--- config.mk ---
export PLATFORM = sky130hd
export DESIGN_NAME = pattern_repeat_detector
export DESIGN_NICKNAME = d
export VERILOG_FILES = /design/src/rtl/pattern_repeat_detector.sv
export SDC_FILE = /design/constraint.sdc
export NUM_CORES = 1
export LEC_CHECK = 0
export BUFFER_PORTS_ARGS = -buffer_cell sky130_fd_sc_hd__buf_4
export CAP_MARGIN = 20
export CORE_MARGIN = 10
export CORE_UTILIZATION = 40
export DETAILED_ROUTE_END_ITERATION = 8
export HOLD_SLACK_MARGIN = 0.1
export PLACE_DENSITY = 0.67
export SYNTH_ARGS = -nofsm -noshare
export SYNTH_HDL_FRONTEND = slang
export SYNTH_SLANG_ARGS = --single-unit
--- constraint.sdc ---
create_clock -name clk -period 8.21 [get_ports clk]
set_clock_uncertainty 0.1 [all_clocks]
set_input_delay 1.2315 -clock clk [delete_from_list [all_inputs] [get_ports clk]]
set_output_delay 1.2315 -clock clk [all_outputs]
set_load 0.01 [all_outputs]
--- src/rtl/pattern_repeat_detector.sv ---
// Searches a valid-qualified word stream for a PAT_WORDS-word pattern and
// reports lock once the pattern has repeated n_repeats times back-to-back.
module pattern_repeat_detector #(
   parameter int DATA_W    = 8,
   parameter int PAT_WORDS = 4,
   parameter int CNT_W     = 8,
   parameter bit STICKY    = 1'b1
) (
   input  logic                          clk,
   input  logic                          rst_n,
   input  logic                          clear,
   input  logic                          in_valid,
   input  logic [DATA_W-1:0]             data_in,
   input  logic [DATA_W*PAT_WORDS-1:0]   pattern,
   input  logic [CNT_W-1:0]              n_repeats,
   output logic                          pattern_found,
   output logic                          match_pulse,
   output logic [CNT_W-1:0]              repeat_count,
   output logic                          busy
);

   // state | meaning
   // IDLE  | waiting for word 0 of the pattern
   // MATCH | partway through an instance, or between consecutive instances
   // FOUND | lock reached (held when STICKY, one cycle otherwise)
   typedef enum logic [1:0] {
      IDLE  = 2'd0,
      MATCH = 2'd1,
      FOUND = 2'd2
   } state_t;

   localparam int IDX_W = (PAT_WORDS > 1) ? $clog2(PAT_WORDS) : 1;
   localparam logic [IDX_W-1:0] IDX_LAST = IDX_W'(PAT_WORDS - 1);
   localparam logic [IDX_W-1:0] IDX_ONE  = IDX_W'(1);

   state_t            state_q;
   logic [IDX_W-1:0]  idx_q;
   logic [CNT_W-1:0]  cnt_q;
   logic              found_q;
   logic              pulse_q;
   logic              busy_q;

   logic [DATA_W-1:0] word0;
   logic [DATA_W-1:0] cur_word;
   logic [CNT_W-1:0]  cnt_d;
   logic [CNT_W-1:0]  n_eff;

   assign word0 = pattern[DATA_W*PAT_WORDS-1 -: DATA_W];
   assign n_eff = (n_repeats == '0) ? CNT_W'(1) : n_repeats;
   assign cnt_d = (cnt_q == {CNT_W{1'b1}}) ? cnt_q : cnt_q + CNT_W'(1);

   // Word 0 sits in the most-significant slice.
   always_comb begin
      cur_word = '0;
      for (int i = 0; i < PAT_WORDS; i++) begin
         if (idx_q == IDX_W'(i)) begin
            cur_word = pattern[(PAT_WORDS-1-i)*DATA_W +: DATA_W];
         end
      end
   end

   always_ff @(posedge clk or negedge rst_n) begin
      if (!rst_n) begin
         state_q <= IDLE;
         idx_q   <= '0;
         cnt_q   <= '0;
         found_q <= 1'b0;
         pulse_q <= 1'b0;
         busy_q  <= 1'b0;
      end else if (clear) begin
         state_q <= IDLE;
         idx_q   <= '0;
         cnt_q   <= '0;
         found_q <= 1'b0;
         pulse_q <= 1'b0;
         busy_q  <= 1'b0;
      end else begin
         pulse_q <= 1'b0;
         case (state_q)
            IDLE: begin
               if (in_valid && data_in == word0) begin
                  state_q <= MATCH;
                  idx_q   <= IDX_ONE;
                  busy_q  <= 1'b1;
               end
            end
            MATCH: begin
               if (in_valid) begin
                  if (data_in == cur_word) begin
                     if (idx_q == IDX_LAST) begin
                        idx_q   <= '0;
                        cnt_q   <= cnt_d;
                        pulse_q <= 1'b1;
                        if (cnt_d >= n_eff) begin
                           state_q <= FOUND;
                           found_q <= 1'b1;
                        end
                     end else begin
                        idx_q <= idx_q + IDX_ONE;
                     end
                  end else begin
                     // A broken run restarts immediately if the bad word is word 0.
                     cnt_q <= '0;
                     if (data_in == word0) begin
                        idx_q <= IDX_ONE;
                     end else begin
                        state_q <= IDLE;
                        idx_q   <= '0;
                        busy_q  <= 1'b0;
                     end
                  end
               end
            end
            FOUND: begin
               if (!STICKY) begin
                  state_q <= IDLE;
                  idx_q   <= '0;
                  cnt_q   <= '0;
                  found_q <= 1'b0;
                  busy_q  <= 1'b0;
               end
            end
            default: begin
               state_q <= IDLE;
               idx_q   <= '0;
               cnt_q   <= '0;
               found_q <= 1'b0;
               busy_q  <= 1'b0;
            end
         endcase
      end
   end

   assign pattern_found = found_q;
   assign match_pulse   = pulse_q;
   assign repeat_count  = cnt_q;
   assign busy          = busy_q;

endmodule

==> metrics, run 1 <==
Post-synth top flop=dfrtp_1; Critical Path RT=just over 8000 ps; Worst-Margin Slew=a little under 600 ps; CTS buffer count=3; worst r2r src=idx_q[0]$_DFFE_PN0P_; crit-path cells=ha_1 -> nand2b_2 -> o22ai_1 -> o21a_1 -> or4b_4 -> nor4_4 -> nand4b_2 -> o2bb2ai_1; worst endpoint data arrival time=3400 ps; Core ar.=3970 µm²; Synth Cell Area=1640 µm²; Worst Hold Launch=repeat_count[6]$_DFFE_PN0P_; Seq cells post-synth=15; final hold vios=0; I/O pin total=63; GRT Resource Usage Total=13.1%; Synth Area in Compound Gates=25.6%; Post-CTS Resized=0; final-stage net count=~330; Root Buffer=clkbuf_8; Vias=approximately 1700; Horiz. Die Dim=84.0 µm; Sink Count=15; syn nets=about 270; row count=23; Final Cell Area=2170 µm²; Initial Util=between 40% and 50%; Crit Path Class=register to register; Worst Path Buf+Inv=0; largest family of logic cells by synthesized area=simple AND/OR/NAND/NOR gates; PwrDens=81.2 nW/µm²; die area=a little over 7000 µm²; TritonCTS clock tree=done; First-pass DRT Iterations=5; Synth Instances=200; post-synthesis xor/xnor area fraction=6.96%; met3 usage=1.95%; Crit path max-delay family=simple AND/OR/NAND/NOR gates; post-synthesis mux area share=1.83%; hold path cells=1; pin count of the biggest net entering global routing=17; share of flip-flops with an asynchronous set or reset=100%; synth unique cells=53; CP Launch Type=register; Post-Route Utilization=a little over half; Reg2Reg Depth=8; status=finished, final reports clean; DP Area=2130 µm²; Setup TNS=0 ps; number of synthesized flops with an enable pin=0; post-route ant nets=0; slowest stage delay, CP=570 ps; # hold bufs at CTS=0; GP Congestion=0.848; worst reg2reg setup slack=4880 ps; final wirelength=4880 µm; final setup fails=0; wire length of the first global-routing pass=8070 µm; final worst slack=4880 ps; Worst VDD drop=0.0000764 V; Die Height=84.0 µm; grt total ovfl=0; GR Util met2=21.5%; H-Tree Depth=1; gr busiest metal=met2; worst r2r dst=repeat_count[7]$_DFFE_PN0P_; yosys warns=0; Pleak=0.00114 µW; HP Class=register to register; Area Overhead vs Synth=32.8%; Port Buf Inserts=62; WHS Endpoint=repeat_count[6]$_DFFE_PN0P_; Worst Setup End Kind=register; initial antenna violation count=0; f_max=approximately 300 MHz; Seq/Total Area, Yosys=22.9%; mean routed wirelength per cell=15.7 µm; CP max FO=12; Max Cap Viol=0; max-slew violations=0; Post-CTS Setup Bufs=0; Synth Area per Inst=8.18 µm²; HPWL after DPL=between 3000 and 4000 µm; Post-Synth Simple-Gate Area=26.2%; post-place setup slack=4660 ps; RSZ-0062 raised after global routing=false; via count of the first global-routing pass=around 1700; Rel. slew slack=60.4%; # DRC=0; CTS max path bufs=2; Final period util=about two fifths; Crit-path slowest cell=nor4_4; Pwr Total=176 µW; vias per cell=5.62; n_diodes=0; clk_lat worst skew=240 ps; post-synthesis adder-cell area fraction=roughly a tenth; fin crit period=3330 ps; clock slew at reported path FFs=about 60 ps; Detailed Route Iter0 Violations=95; share of cells above drive strength 1=between 20% and 30%; Fill cells=390; M1 GR Usage=17.3%
## cells in the mapped netlist (5+ instances only)
master	n	area (µm²)
nand2b_1	5	31.3
inv_1	17	63.8
nand4_1	6	37.5
o211a_1	7	70.1
xnor2_1	10	87.6
nand2_1	18	67.6
o2bb2ai_1	6	52.6
nor3_1	6	30.0
ha_1	13	163
o22ai_1	5	31.3
dfrtp_1	15	375
nor2_1	14	52.6
o21ai_0	9	45.0
a21oi_1	6	30.0
## kinds of logic after synthesis
kind of cell             after synthesis
multiplexers                           3
flip-flops                            15
buffers and inverters                 24
AO/OA/AOI/OAI                         57
AND/OR/NAND/NOR                       75
adder cells (fa/ha/maj)               13
XOR/XNOR                              13
## metrics by stage
stage,cells,hold WS (ps)
after global placement,306,448
after CTS,310,465
final,310,468
after global routing,310,516
after detailed placement,306,446
after floorplan,200,470
## report_power, final
part	internal, µW	switching [µW]	leakage (µW)	total (µW)
Combinational	26.0	17.7	0.000903	43.8
Sequential	74.0	0.0571	0.000210	74.1
Clock	34.3	24.4	0.0000228	58.7
Total	134	42.1	0.00114	176
## routing by layer
layer	part of all wire, %	vias to the layer above
li1	-	861
met4	0.74	0
met1	47	823
met3	4.6	2
met2	47	55
met5	0	-
## worst max path at each step
stage	end	slack, ps	cells past startpoint	start
finish	repeat_count[7]$_DFFE_PN0P_	4880	8	idx_q[0]$_DFFE_PN0P_
global route	state_q[1]$_DFFE_PN0P_	4590	12	repeat_count[0]$_DFFE_PN0P_
CTS	repeat_count[7]$_DFFE_PN0P_	4890	8	idx_q[0]$_DFFE_PN0P_
detailed placement	repeat_count[7]$_DFFE_PN0P_	4660	8	pattern[26]
global placement	state_q[1]$_DFFE_PN0P_	4720	11	n_repeats[4]
floorplan	state_q[1]$_DFFE_PN0P_	5040	10	n_repeats[4]
## sequential cells by signal, indices dropped and copies added, names as in the netlist
name	flops
repeat_count	8
match_pulse	1
busy	1
state_q	2
pattern_found	1
idx_q	2
## area by class of cell
class	instances	area, µm²	share of cell area, %
clock buffer	4	45.0	2.07
sequential	15	375	17.3
multi-input combinational	161	1150	53.1
timing repair buffer	62	465	21.4
tap	50	62.6	2.88
inverter	18	70.1	3.22
## layout by cell type, fill, tap and decap left out, types with 7 or more instances in the layout
cell type and instances:
buf_4 62, nand2_1 18, inv_1 17, dfrtp_1 15, nor2_1 14, ha_1 13
xnor2_1 10, o21ai_0 9, o211a_1 7
Power figures use the tool's default switching activity.
==> inputs of run 2 (changes only) <==
- ABC_AREA: not set -> 1
- PLACE_DENSITY: 0.67 -> 0.69
- clock period: 8.21 -> 2.95 ns (I/O delays scaled with it)
==> metrics, run 2 <==
synth top area cells=nand2_1 21%, dfrtp_1 20%, ha_1 8.8%; share of flip-flops with an asynchronous set or reset=100%; Seq cells post-synth=15; Post-synth top flop=dfrtp_1; Final period util=between 90% and 100%; die area=7710 µm²; Port Buf Inserts=62; # DRC=0; Setup TNS=0 ps; Synth Area per Inst=6.18 µm²; Seq/Total Area, Yosys=around 20%; Root Buffer=clkbuf_8; Crit Path Class=register to register; post-route ant nets=0; First-pass DRT Iterations=4; Worst-Margin Slew=~470 ps; Worst Setup End Kind=register; slowest stage delay, CP=400 ps; Reg2Reg Depth=13; GP Congestion=between 0.8 and 0.9; worst reg2reg setup slack=210 ps; CTS max path bufs=2; status=finished, final reports clean; Largest register FFs=8; Initial Util=41.7%; syn nets=363; f_max=365 MHz; Area Overhead vs Synth=30.9%; Post-CTS Setup Bufs=0; fin crit period=around 2700 ps; share of the synthesized area in the top cell type=21.0%; Crit-path slowest cell=dfrtp_1; final-stage net count=428; H-Tree Depth=1; yosys warns=0; hold path cells=3; HPWL after DPL=around 4600 µm; grt total ovfl=0; final hold vios=0; Core ar.=4410 µm²; Max Cap Viol=0; CP Launch Type=register; crit-path cells=ha_1 -> nand2_1 -> nor2_2 -> nand3_2 -> mux2_2 -> ha_1 -> a21oi_1 -> o21a_1 -> nor2_1 -> nor3_1 -> nand3_1 -> nand4_1 -> nand2_1; Horiz. Die Dim=87.8 µm; synth unique cells=36; RSZ-0062 raised after global routing=false; CP Launch Point=repeat_count[1]$_DFFE_PN0P_; post-place setup slack=146 ps; share of cells above drive strength 1=24.3%; top-count cell post-synth=nand2_1; commonest cells in the netlist=103 x nand2_1, 31 x nand3_1, 30 x inv_1; Die Height=87.8 µm; n_diodes=0; row count=24; final setup fails=0; CTS buffer count=3; I/O pin total=63; worst r2r src=repeat_count[1]$_DFFE_PN0P_; Sink Count=15; HP Class=input port to register; Critical Path RT=2980 ps; Rel. slew slack=68.7%; Synth Cell Area=1840 µm²; max-slew violations=0; final wirelength=5480 µm; worst r2r dst=state_q[0]$_DFFE_PN0P_; most frequent cells in the layout=103 x nand2_1, 64 x buf_4, 30 x inv_1, 30 x nand3_1, 23 x nor2_1; TritonCTS clock tree=done; initial antenna violation count=0; mean routed wirelength per cell=13.2 µm; clock slew at reported path FFs=60 ps; Worst VDD drop=0.000437 V; placed insts=409; CP max FO=6; pin count of the biggest net entering global routing=17; clk_lat worst skew=240 ps; most common cell after layout, fill and taps aside=nand2_1; number of synthesized flops with an enable pin=0; wire length of the first global-routing pass=8910 µm; Pleak=0.00132 µW; area leader, netlist=nand2_1; CP Capture Point=state_q[0]$_DFFE_PN0P_; GRT Resource Usage Total=13.9%; Vias=2098; via count of the first global-routing pass=1989; Synth Instances=around 300; Detailed Route Iter0 Violations=around 90; vias per cell=5.07; non-filler cells, final=414; final worst slack=213 ps; Post-Route Utilization=54.6%; worst endpoint data arrival time=2770 ps; PwrDens=456 nW/µm²
## run 2: kinds of logic after synthesis
kind of cell    count (synthesis)  synth area share, %
xor+xnor                       12                 5.71
simple gates                  188                 45.4
compound gates                 30                 9.72
flops                          15                 20.4
mux                             1                0.612
buf+inv                        39                 9.31
fa+ha+maj                      13                 8.84
## run 2: critical path, delay by kind of cell, from the launching register on
kind / cells / cell delay, ps
flip-flops: 1 / 400
adder cells (fa/ha/maj): 2 / 500
AO/OA/AOI/OAI: 2 / 270
AND/OR/NAND/NOR: 8 / 1030
multiplexers: 1 / 320
## run 2: through the flow
step                      hold WS (ps)  instance area (µm²)  total power [µW]
after global routing               355                 2410              1230
final                              363                 2410              1100
after floorplan                   46.9                 1840               753
after global placement             208                 2350               924
after CTS                          361                 2400              1110
after detailed placement           211                 2350               937
## run 2: worst min-delay path by stage
stage                                  end     start
4_1_cts              match_pulse$_DFF_PN0_  in_valid
2_1_floorplan             busy$_DFFE_PN0P_     rst_n
6_report             match_pulse$_DFF_PN0_  in_valid
3_5_place_dp   repeat_count[5]$_DFFE_PN0P_     rst_n
5_1_grt              match_pulse$_DFF_PN0_  in_valid
3_3_place_gp   repeat_count[4]$_DFFE_PN0P_     rst_n
## run 2: area by class of cell
class	instances	area, µm²
inverters	34	133
flip-flops and latches	15	375
multi-input cells	244	1300
repair buffers	65	490
fillers	453	2000
clock buffers	4	45.0
well taps	52	65.1
## run 2: what timing repair did
| action | 4_1_cts | 5_1_grt |
|---|---|---|
| gates resized for setup | 0 | 2 |
| hold endpoints to repair | 15 | 0 |
| hold buffers | 1 | 0 |
| setup endpoints to repair | 0 | 3 |
## run 2: report_power, final
group | internal [µW] | switching (µW)
clock network | 95.4 | 70.8
logic | 265 | 411
registers | 232 | 22.5
total | 593 | 505
## run 2: routing by layer
layer,up-vias,track usage (%),share of wire [%]
met5,-,0,0
met4,0,1.88,0.29
met3,2,3.62,7.0
met2,48,23.7,48
met1,958,17.5,45
li1,1090,-,-
